===== config.mk =====
export PLATFORM = sky130hd
export DESIGN_NAME = pad_serial_receiver
export DESIGN_NICKNAME = d
export VERILOG_FILES = /design/src/rtl/pad_serial_receiver.sv
export SDC_FILE = /design/constraint.sdc
export NUM_CORES = 1
export LEC_CHECK = 0
export CAP_MARGIN = 25
export CORE_MARGIN = 4
export CORE_UTILIZATION = 45
export CTS_CLUSTER_SIZE = 10
export DETAILED_ROUTE_END_ITERATION = 7
export GPL_TIMING_DRIVEN = 0
export HOLD_SLACK_MARGIN = 0.06
export PLACE_DENSITY = 0.68
export SYNTH_ARGS = -nofsm -noshare
export SYNTH_HDL_FRONTEND = slang
export SYNTH_SLANG_ARGS = --single-unit

===== constraint.sdc =====
create_clock -name clk -period 1.6 [get_ports clk]
set_clock_uncertainty 0.05 [all_clocks]
set_input_delay 0.24 -clock clk [delete_from_list [all_inputs] [get_ports clk]]
set_output_delay 0.24 -clock clk [all_outputs]
set_load 0.01 [all_outputs]

===== src/rtl/pad_serial_receiver.sv =====
// NES/SNES-style serial pad poller: shared latch/clock, one data line per player.
// Define PAD_DETECT_EN to treat an all-zero read (pull-down only) as an unplugged pad.
module pad_serial_receiver #(
  parameter int BUTTONS = 8,
  parameter int PLAYERS = 1,
  parameter int CLK_DIV = 150
) (
  input  logic                       clk,
  input  logic                       rst_n,
  input  logic                       start,
  input  logic [PLAYERS-1:0]         pad_data,
  output logic                       pad_latch,
  output logic                       pad_clk,
  output logic [PLAYERS*BUTTONS-1:0] buttons,
  output logic [PLAYERS*BUTTONS-1:0] pressed,
  output logic                       valid,
  output logic                       busy,
  output logic [PLAYERS-1:0]         connected
);

  // state    | meaning
  // IDLE     | latch low, clock high, waiting for start
  // LATCH    | latch high for 2*CLK_DIV cycles
  // CLK_LOW  | clock low, data sampled on the tick
  // CLK_HIGH | clock high, bit index advances on the tick
  // DONE     | publish buttons/pressed, pulse valid

  localparam int DIV_W = $clog2(2 * CLK_DIV);
  localparam int IDX_W = (BUTTONS > 1) ? $clog2(BUTTONS) : 1;
  localparam logic [DIV_W-1:0] TICK      = DIV_W'(CLK_DIV - 1);
  localparam logic [DIV_W-1:0] LATCH_END = DIV_W'(2 * CLK_DIV - 1);
  localparam logic [IDX_W-1:0] LAST_IDX  = IDX_W'(BUTTONS - 1);

  typedef enum logic [2:0] {
    IDLE,
    LATCH,
    CLK_LOW,
    CLK_HIGH,
    DONE
  } state_t;

  state_t           state, state_next;
  logic [DIV_W-1:0] div_cnt, div_next;
  logic [IDX_W-1:0] idx, idx_next;
  logic             sample_en;
  logic             update_en;

  always_ff @(posedge clk) begin
    if (!rst_n) begin
      state   <= IDLE;
      div_cnt <= '0;
      idx     <= '0;
    end else begin
      state   <= state_next;
      div_cnt <= div_next;
      idx     <= idx_next;
    end
  end

  always_comb begin
    state_next = state;
    div_next   = div_cnt + 1'b1;
    idx_next   = idx;
    sample_en  = 1'b0;
    update_en  = 1'b0;
    case (state)
      IDLE: begin
        div_next = '0;
        if (start) state_next = LATCH;
      end
      LATCH: begin
        if (div_cnt == LATCH_END) begin
          state_next = CLK_LOW;
          idx_next   = '0;
        end
      end
      CLK_LOW: begin
        if (div_cnt == TICK) begin
          sample_en  = 1'b1;
          state_next = CLK_HIGH;
        end
      end
      CLK_HIGH: begin
        if (div_cnt == TICK) begin
          if (idx == LAST_IDX) begin
            state_next = DONE;
          end else begin
            idx_next   = idx + 1'b1;
            state_next = CLK_LOW;
          end
        end
      end
      DONE: begin
        update_en  = 1'b1;
        state_next = IDLE;
      end
      default: state_next = IDLE;
    endcase
    // divider restarts on every state entry
    if (state_next != state) div_next = '0;
  end

  // pad pins come straight from flops so they never glitch
  always_ff @(posedge clk) begin
    if (!rst_n) begin
      pad_latch <= 1'b0;
      pad_clk   <= 1'b1;
      busy      <= 1'b0;
      valid     <= 1'b0;
    end else begin
      pad_latch <= (state_next == LATCH);
      pad_clk   <= (state_next != CLK_LOW);
      busy      <= (state_next != IDLE);
      valid     <= update_en;
    end
  end

  for (genvar g = 0; g < PLAYERS; g++) begin : g_player
    logic [BUTTONS-1:0] shift_q;
    logic [BUTTONS-1:0] btn_q;
    logic [BUTTONS-1:0] prs_q;
    logic [BUTTONS-1:0] btn_new;
    logic               present;
    logic               conn_q;

    always_ff @(posedge clk) begin
      if (!rst_n) shift_q <= '0;
      else if (sample_en) shift_q[idx] <= pad_data[g];
    end

`ifdef PAD_DETECT_EN
    assign present = |shift_q;
`else
    assign present = 1'b1;
`endif

    assign btn_new = present ? ~shift_q : '0;

    always_ff @(posedge clk) begin
      if (!rst_n) begin
        btn_q  <= '0;
        prs_q  <= '0;
        conn_q <= 1'b1;
      end else if (update_en) begin
        btn_q  <= btn_new;
        prs_q  <= btn_new & ~btn_q;
        conn_q <= present;
      end
    end

    assign buttons[g*BUTTONS +: BUTTONS] = btn_q;
    assign pressed[g*BUTTONS +: BUTTONS] = prs_q;
    assign connected[g]                  = conn_q;
  end

endmodule


; Word-level counts from Yosys, hierarchy flattened
; Cells that the tools add are included.
[classes]
n_addsub = 2
n_lt_le_gt_ge = 2
n_eq_ne = 13
muxes = 16
bitwise = 4
reduce_logical = 6
[ops]
columns = op, count
row1 = 2-to-1 mux 3 bit, 8
row2 = NOT 8 bit, 2
row3 = one-hot mux 3 bit (4 select lines), 1
row4 = adder 9 x 1 -> 9 bit (second input constant), 1
row5 = equality test 9 x 8 -> 1 bit (second input constant), 1
row6 = equality test 9 bit (second input constant), 1
row7 = bitwise AND 8 bit, 1
row8 = bitwise mux 8 bit, 1
row9 = equality test 3 x 1 -> 1 bit (second input constant), 2
row10 = equality test 3 x 2 -> 1 bit (second input constant), 2
row11 = equality test 3 bit (second input constant), 2
row12 = != test 2 bit (second input constant), 3
row13 = one-hot mux 3 bit (2 select lines), 1
row14 = < comparator 3 x 4 -> 1 bit (second input constant), 1
row15 = 2-to-1 mux 1 bit, 4
row16 = AND reduction 4 bit, 1
row17 = adder 3 x 1 -> 3 bit (second input constant), 1
row18 = demux 1 bit (select 3 bit), 1
row19 = greater-or-equal comparator 3 x 1 -> 1 bit (second input constant), 1
row20 = zero test 3 bit, 1
row21 = != test 3 x 2 -> 1 bit (second input constant), 1
row22 = != test 3 bit, 1
row23 = nonzero test 3 bit, 1
row24 = OR reduction 3 bit, 1
row25 = 3 further kinds, 3
[totals]
ff_bits = 43
inputBits = 4
out_inout_bits = 21
wordCells = 53

; Logic depth before layout (Yosys ltp)
; Gate-level depths: netlist (run 1).
[depth]
ltp_word = 6
depth_mapped = 7
ltp_nobuf = 6

; Least setup slack after synthesis (run 1)
; Ideal clock, no wire load.
[synth_path]
path_kind = reg2reg
from = register state[1]
to = register g_player[0].btn_q[0] (netlist: buttons[0])
setup_time_ns = 0.115
arrival_time_ns = 1.415
required_ns = 1.435
slack_ns = 0.020
stages_incl_launch_ff = 8
n_path_buf = 3
synth_period_minus_slack_ns = 1.580
path_cell_list = dfxtp_1 buf_2 or3b_2 buf_2 buf_2 nand2_1 o21ai_0 and2_1
[synth_between]
elab_chain_len = 2
[synth_rtl]
columns = element, line
row1 = start: declaration, 42  ; state_t state, state_next;
row2 = start signal: assignment, 54  ; state <= state_next;
row3 = equality test 3 bit, 66  ; case (state)
row4 = 2-to-1 mux 1 bit, 66
row5 = end signal: assignment, 145  ; btn_q <= btn_new;
row6 = end: declaration, 120  ; logic [BUTTONS-1:0] btn_q;
; No other way between the ends.
; A chain may end at the register's enable or synchronous reset.

; Worst setup path in the final report (run 1)
[layout_path]
from = register div_cnt[1]
to = register g_player[0].shift_q[1]
[layout_between]
elab_chain_len = 3
[layout_rtl]
columns = element, line
row1 = start: declaration, 43  ; logic [DIV_W-1:0] div_cnt, div_next;
row2 = start signal: assignment, 55  ; div_cnt <= div_next;
row3 = equality test 9 x 8 -> 1 bit, 78  ; if (div_cnt == TICK) begin
row4 = 2-to-1 mux 1 bit, 78
row5 = 2-to-1 mux 1 bit, 66
row6 = end signal: indexed assignment, 128  ; else if (sample_en) shift_q[idx] <= pad_data[g];
row7 = end: declaration, 119  ; logic [BUTTONS-1:0] shift_q;
; No other way between the ends.

==> results.toml, run 1 <==
[final_layout]
drive_gt1_frac = 0.211
layout_common_cells = "dfxtp_1, nand2_1, clkdlybuf4s50_1, nor2_1, a21oi_1"
fin_cells = 287
fin_util = 0.614
layout_commonest_cell = "dfxtp_1"
diodes = 0
area_growth_pct = 31.0
nNetsFinal = 245

[logic_synthesis]
async_flop_share = 0
syn_area_um2 = 1870
yosys_warnings = 0
synth_xor_area_frac = 0.0327
synthMuxAreaShare = 0.0481
syn_inst = 201
synth_seq_cells = 43
yosysSeqAreaShare = 0.459
ys_types = 41
synth_fa_ha_area_frac = 0.0267
synth_compound_area_frac = 0.107
synth_top_family_by_area = "simple AND/OR/NAND/NOR gates"
ys.flop_type = "dfxtp_1"
synth_edf_count = 0
synth_simple_gate_area_frac = 0.292
syn_nets = 209
yosysTopAreaCell = "dfxtp_1"
avgSynthCellArea_um2 = 9.32
yosys-top-cells-area = "dfxtp_1, nand2_1, mux2i_1"
synthDominantCellAreaShare = 0.459

[placed_design]
post-dp-hpwl_um = 2500
portBuffers = 23
post-place-cells = 274
gp_congestion = 0.758
pre_cts_ws_ns = -0.406

[timing]
post-route-min-period_ns = 1.61
post-route-worst-setup-slack_ns = -0.0103
min_period_over_period = 1.01
fin_setup_tns_ns = -0.0201
fmax_mhz = 621
setup_viol = 4
rsz0062_at_grt = "true"
whs_ns = 0.433
hold_viol = 0
finalMaxSlewViolations = 0

[grt]
grt_max_degree = 13
grt.overflow.total = 0
antenna_found_initial = 0
grt_pass1_wl_um = 6420
grt_use_total = 0.155
grt_pass1_vias = 1407

[critical_path]
cp.arrival_ns = 1.75
crit_type = "reg -> reg"
cp.buffers_inverters = 1
crit_family = "simple AND/OR/NAND/NOR gates"
critPathLaunch = "div_cnt[1]"
slowest_stage = "or3b_4"
worstPathCellList = "inv_2 -> ha_4 -> and4b_2 -> nand3_2 -> or3b_4 -> mux2i_1"
required_ns = 1.74
cp_max_fo = 4
startpoint_type = "register"
endpoint_kind = "register"
regToRegStartpoint = "div_cnt[1]"
max_stage_delay_ns = 0.41

[drt]
wirelength_um = 3810
postRouteAntennaNets = 0
met3WireLength_um = 192
drt_iter0_markers = 87
top_layer = "met4"
viasPerCell = 5.21
wire_per_inst_um = 13.3
dr_wl_met2_um = 1640
drc = 0
wl_met1_um = 1930
firstDrtPassIters = 4
dr_total_vias = 1496

[die]
initial_core_util = 0.469
rows = 23
coreArea_um2 = 4000
die_x_um = 72.5
die_y_um = 72.5
die-area_um2 = 5260
ios = 25

[outcome]
status = "finished, violations left"
violations = "negative setup slack"

[power]
p_comb_frac = 0.046
vdd_drop_max_mv = 0.523
p_seq_frac = 0.545
swShare = 0.208
leakagePower_uw = 0.000946
powerDensity_nw_per_um2 = 811
p_clk_frac = 0.409
power.internal_uw = 1580
net-switching-power_uw = 414

[clocking]
cts_root_buf = "clkbuf_8"
cts_tree = "built"
cts_sinks = 43
clock_path_buffers = 2
htreeDepth = 2
clkTransAtPathRegs_ns = 0.08
numCtsBuffers = 5
clock_latency_ns = 0.30

[hold_path]
hold_start = "g_player[0].shift_q[2]"
min_path_type = "reg -> reg"

[job]
drv_cap = 0
==> path summary, 6_finish.rpt <==
| kind | to | slack, ns | depth (start not counted) |
|---|---|---|---|
| setup / recovery | g_player[0].shift_q[1] | -0.01 | 6 |
| setup reg to reg | g_player[0].shift_q[1] | -0.01 | 6 |
| hold / removal | g_player[0].shift_q[2] | 0.43 | 2 |
| hold reg to reg | g_player[0].shift_q[2] | 0.43 | 2 |
==> state kept, by name, summed over array words and instances, names as in the netlist <==
name and cells:
idx 3, pressed 8, pad_clk 1, busy 1
div_cnt 9, buttons 8, g_player.shift_q 8, state 3
pad_latch 1, valid 1
==> cells by family (layout without fill, tap and decap cells) <==
family | Yosys count | count (layout)
other | 1 | 1
buffers and inverters | 12 | 48
and+or+nand+nor | 97 | 97
adders and majority gates | 4 | 4
muxes | 9 | 9
DFF | 43 | 43
AOI/OAI and AO/OA | 28 | 28
xor gates and xnor gates | 7 | 7
==> metrics by stage <==
step	power (µW)	instance area, µm²
final	1990	2450
after detailed placement	1180	2170
after global placement	1180	2170
after global routing	2060	2450
after floorplan	1150	1870
after CTS	2000	2340
==> power by group through the flow <==
stage	clock network (µW)	logic [µW]	registers, µW
floorplan	0	42.1	1110
global placement	0	74.0	1110
detailed placement	0	73.5	1110
CTS	834	83.9	1080
global route	877	101	1090
finish	814	91.8	1080
==> layout make-up <==
| type | instances | area [µm²] |
|---|---|---|
| fillers | 340 | 1550 |
| multi-input cells | 146 | 1060 |
| flip-flops and latches | 43 | 871 |
| repair buffers | 31 | 288 |
| clock buffers | 6 | 72.6 |
| plain buffers | 9 | 62.6 |
| well taps | 50 | 62.6 |
| clock inverters | 1 | 30.0 |
| inverters | 1 | 3.75 |
==> routing by layer <==
| metal | global-route usage | vias up |
|---|---|---|
| li1 | - | 770 |
| met1 | 0.212 | 691 |
| met2 | 0.225 | 29 |
| met3 | 0.0512 | 6 |
| met4 | 0.0615 | 0 |
| met5 | 0 | - |
==> worst reg2reg max path, stage by stage (launching register included) <==
cell	delay, ns
dfxtp_2	0.33
inv_2	0.06
ha_4	0.11
and4b_2	0.29
nand3_2	0.12
or3b_4	0.41
mux2i_1	0.12
==> repair_timing <==
item / CTS / global route
pin swaps: 3 / 7
buffers inserted: 2 / 5
resized for setup: 17 / 25
gates cloned: 0 / 1
endpoints found under the setup margin: 26 / 28
hold buffers: 0 / 0
==> synth_stat cells (2+ instances only) <==
| cell | count |
|---|---|
| a21oi_1 | 11 |
| a31oi_1 | 2 |
| and2_1 | 8 |
| and3_1 | 6 |
| and4bb_2 | 2 |
| buf_2 | 3 |
| clkbuf_1 | 6 |
| dfxtp_1 | 43 |
| ha_1 | 4 |
| mux2i_1 | 9 |
| nand2_1 | 26 |
| nand2b_1 | 4 |
| nand3_1 | 4 |
| nand4_1 | 4 |
| nor2_1 | 12 |
| nor2b_1 | 9 |
| nor3_1 | 10 |
| o211a_1 | 3 |
| o21ai_0 | 5 |
| o311ai_0 | 2 |
| o41ai_1 | 2 |
| or3b_2 | 2 |
| xor2_1 | 6 |
Power figures use the tool's default switching activity.
==> run 2: changes to the inputs <==
CORE_ASPECT_RATIO = 1.25   (was default)
==> run 2 against run 1 <==
Compared with the run above:
- the run still ends with negative setup slack left
- first-iteration DRC count is 43% lower
- die area is 0.13% higher
- critical endpoint unchanged
- clock power is 20% higher
- combinational power is 6.3% lower
- sequential share of layout area is 0.23 points higher
- largest power group unchanged
- highest routed layer unchanged
- design area is 0.92% lower
- largest cell class unchanged
- critical path depth stayed put
- non-clock buffer count is 5 lower
==> results.toml, run 2 (synthesis gave the netlist of run 1 again) <==
[clocking]
cts_tree = "built"
cts_root_buf = "clkbuf_8"
clkTransAtPathRegs_ns = 0.08
numCtsBuffers = 5
htreeDepth = 2
cts_sinks = 43
clock_path_buffers = 2
cts_hold_buf = 0
clock_latency_ns = 0.29

[critical_path]
required_ns = 1.73
startpoint_type = "register"
cp_max_fo = 4
crit_type = "reg -> reg"
endpoint_kind = "register"
cp.arrival_ns = 1.73

[die]
die_y_um = 80.2
initial_core_util = 0.479
die-area_um2 = 5270
ios = 25
coreArea_um2 = 3910
die_x_um = 65.7
rows = 25

[final_layout]
largest_reg_flops = 9
num-fill-cells = 337
layout_commonest_cell = "dfxtp_1"
regMostFlops = "div_cnt"
drive_gt1_frac = 0.185
diodes = 0
fin_util = 0.622
nNetsFinal = 240
area_growth_pct = 29.8
layout_common_cells = "dfxtp_1, nand2_1, clkdlybuf4s50_1, nor2_1, a21oi_1"

[grt]
grt_pass1_wl_um = 6180
grt_max_degree = 14
grt_pass1_vias = 1388
grt_use_total = 0.152
antenna_found_initial = 0
grt.overflow.total = 0

[timing]
min_period_over_period = 1.00
finalMaxSlewViolations = 0
post-route-worst-setup-slack_ns = -0.00230
hold_viol = 0
rsz0062_at_grt = "true"
setup_viol = 1
fmax_mhz = 624
post-route-min-period_ns = 1.60
fin_setup_tns_ns = -0.00230

[placed_design]
gp_congestion = 0.842
portBuffers = 23
post-dp-hpwl_um = 2650

[drt]
drt_iter0_markers = 50
firstDrtPassIters = 4
dr_total_vias = 1475
postRouteAntennaNets = 0
drc = 0
viasPerCell = 5.14
wirelength_um = 3640
wire_per_inst_um = 12.7

[power]
leakagePower_uw = 0.000940
vdd_drop_max_mv = 0.483
powerDensity_nw_per_um2 = 881

[outcome]
status = "finished, violations left"
violations = "negative setup slack"

[job]
drv_cap = 0

[hold_path]
min_path_type = "reg -> reg"
## run 2: final timing paths
check | startpoint | end | slack (ns) | cells after the start
worst max-delay path | div_cnt[1] | g_player[0].shift_q[1] | -0.002 | 6
worst min-delay path | g_player[0].shift_q[0] | g_player[0].shift_q[0] | 0.43 | 2
worst max register to register | div_cnt[1] | g_player[0].shift_q[1] | -0.002 | 6
worst min register to register | g_player[0].shift_q[0] | g_player[0].shift_q[0] | 0.43 | 2
## run 2: repair_timing
item                                    in CTS  in global routing
pin swaps                                    5                  6
gates resized for setup                     16                 18
endpoints found under the setup margin      27                 30
setup buffers                                2                  1
## run 2: power by group
part	leakage, µW	switching, µW	total (µW)	internal, µW
clock	0.0000654	349	973	624
combinational	0.000525	47.7	86.0	38.3
sequential	0.000350	6.92	1080	1080
total	0.000940	404	2140	1740
## run 2: layout make-up
type                            count  area (µm²)  share of cell area
Multi-Input combinational cell    146        1050               0.432
Sequential cell                    43         868               0.357
Timing Repair Buffer               26         253               0.104
Clock buffer                        6        72.6              0.0298
Tap cell                           54        67.6              0.0278
Clock inverter                      2        60.1              0.0247
Buffer                              9        56.3              0.0231
Inverter                            1        3.75             0.00154
## run 2: per-stage QoR
stage | setup WS, ns | total power (µW) | cell area, µm² | hold WS (ns) | instances
final | -0.00230 | 2140 | 2430 | 0.431 | 287
after detailed placement | -0.369 | 1180 | 2170 | 0.419 | 278
after floorplan | 0.0204 | 1150 | 1870 | 0.310 | 201
after global routing | -0.0887 | 2220 | 2430 | 0.452 | 287
after global placement | -0.389 | 1180 | 2170 | 0.413 | 278
after CTS | -0.0173 | 2170 | 2370 | 0.436 | 287
## run 2: per-layer routing
layer	part of all wire	up-vias	global-route usage
met5	0	-	0
li1	-	764	-
met4	0.016	0	0.0705
met1	0.45	682	0.179
met3	0.034	6	0.0448
met2	0.49	23	0.251
## run 2: critical path, stage by stage, from the launching register on
cell	delay [ns]
dfxtp_2	0.34
inv_2	0.06
ha_4	0.11
and4b_2	0.30
nand3_2	0.11
or3b_1	0.40
mux2i_1	0.13
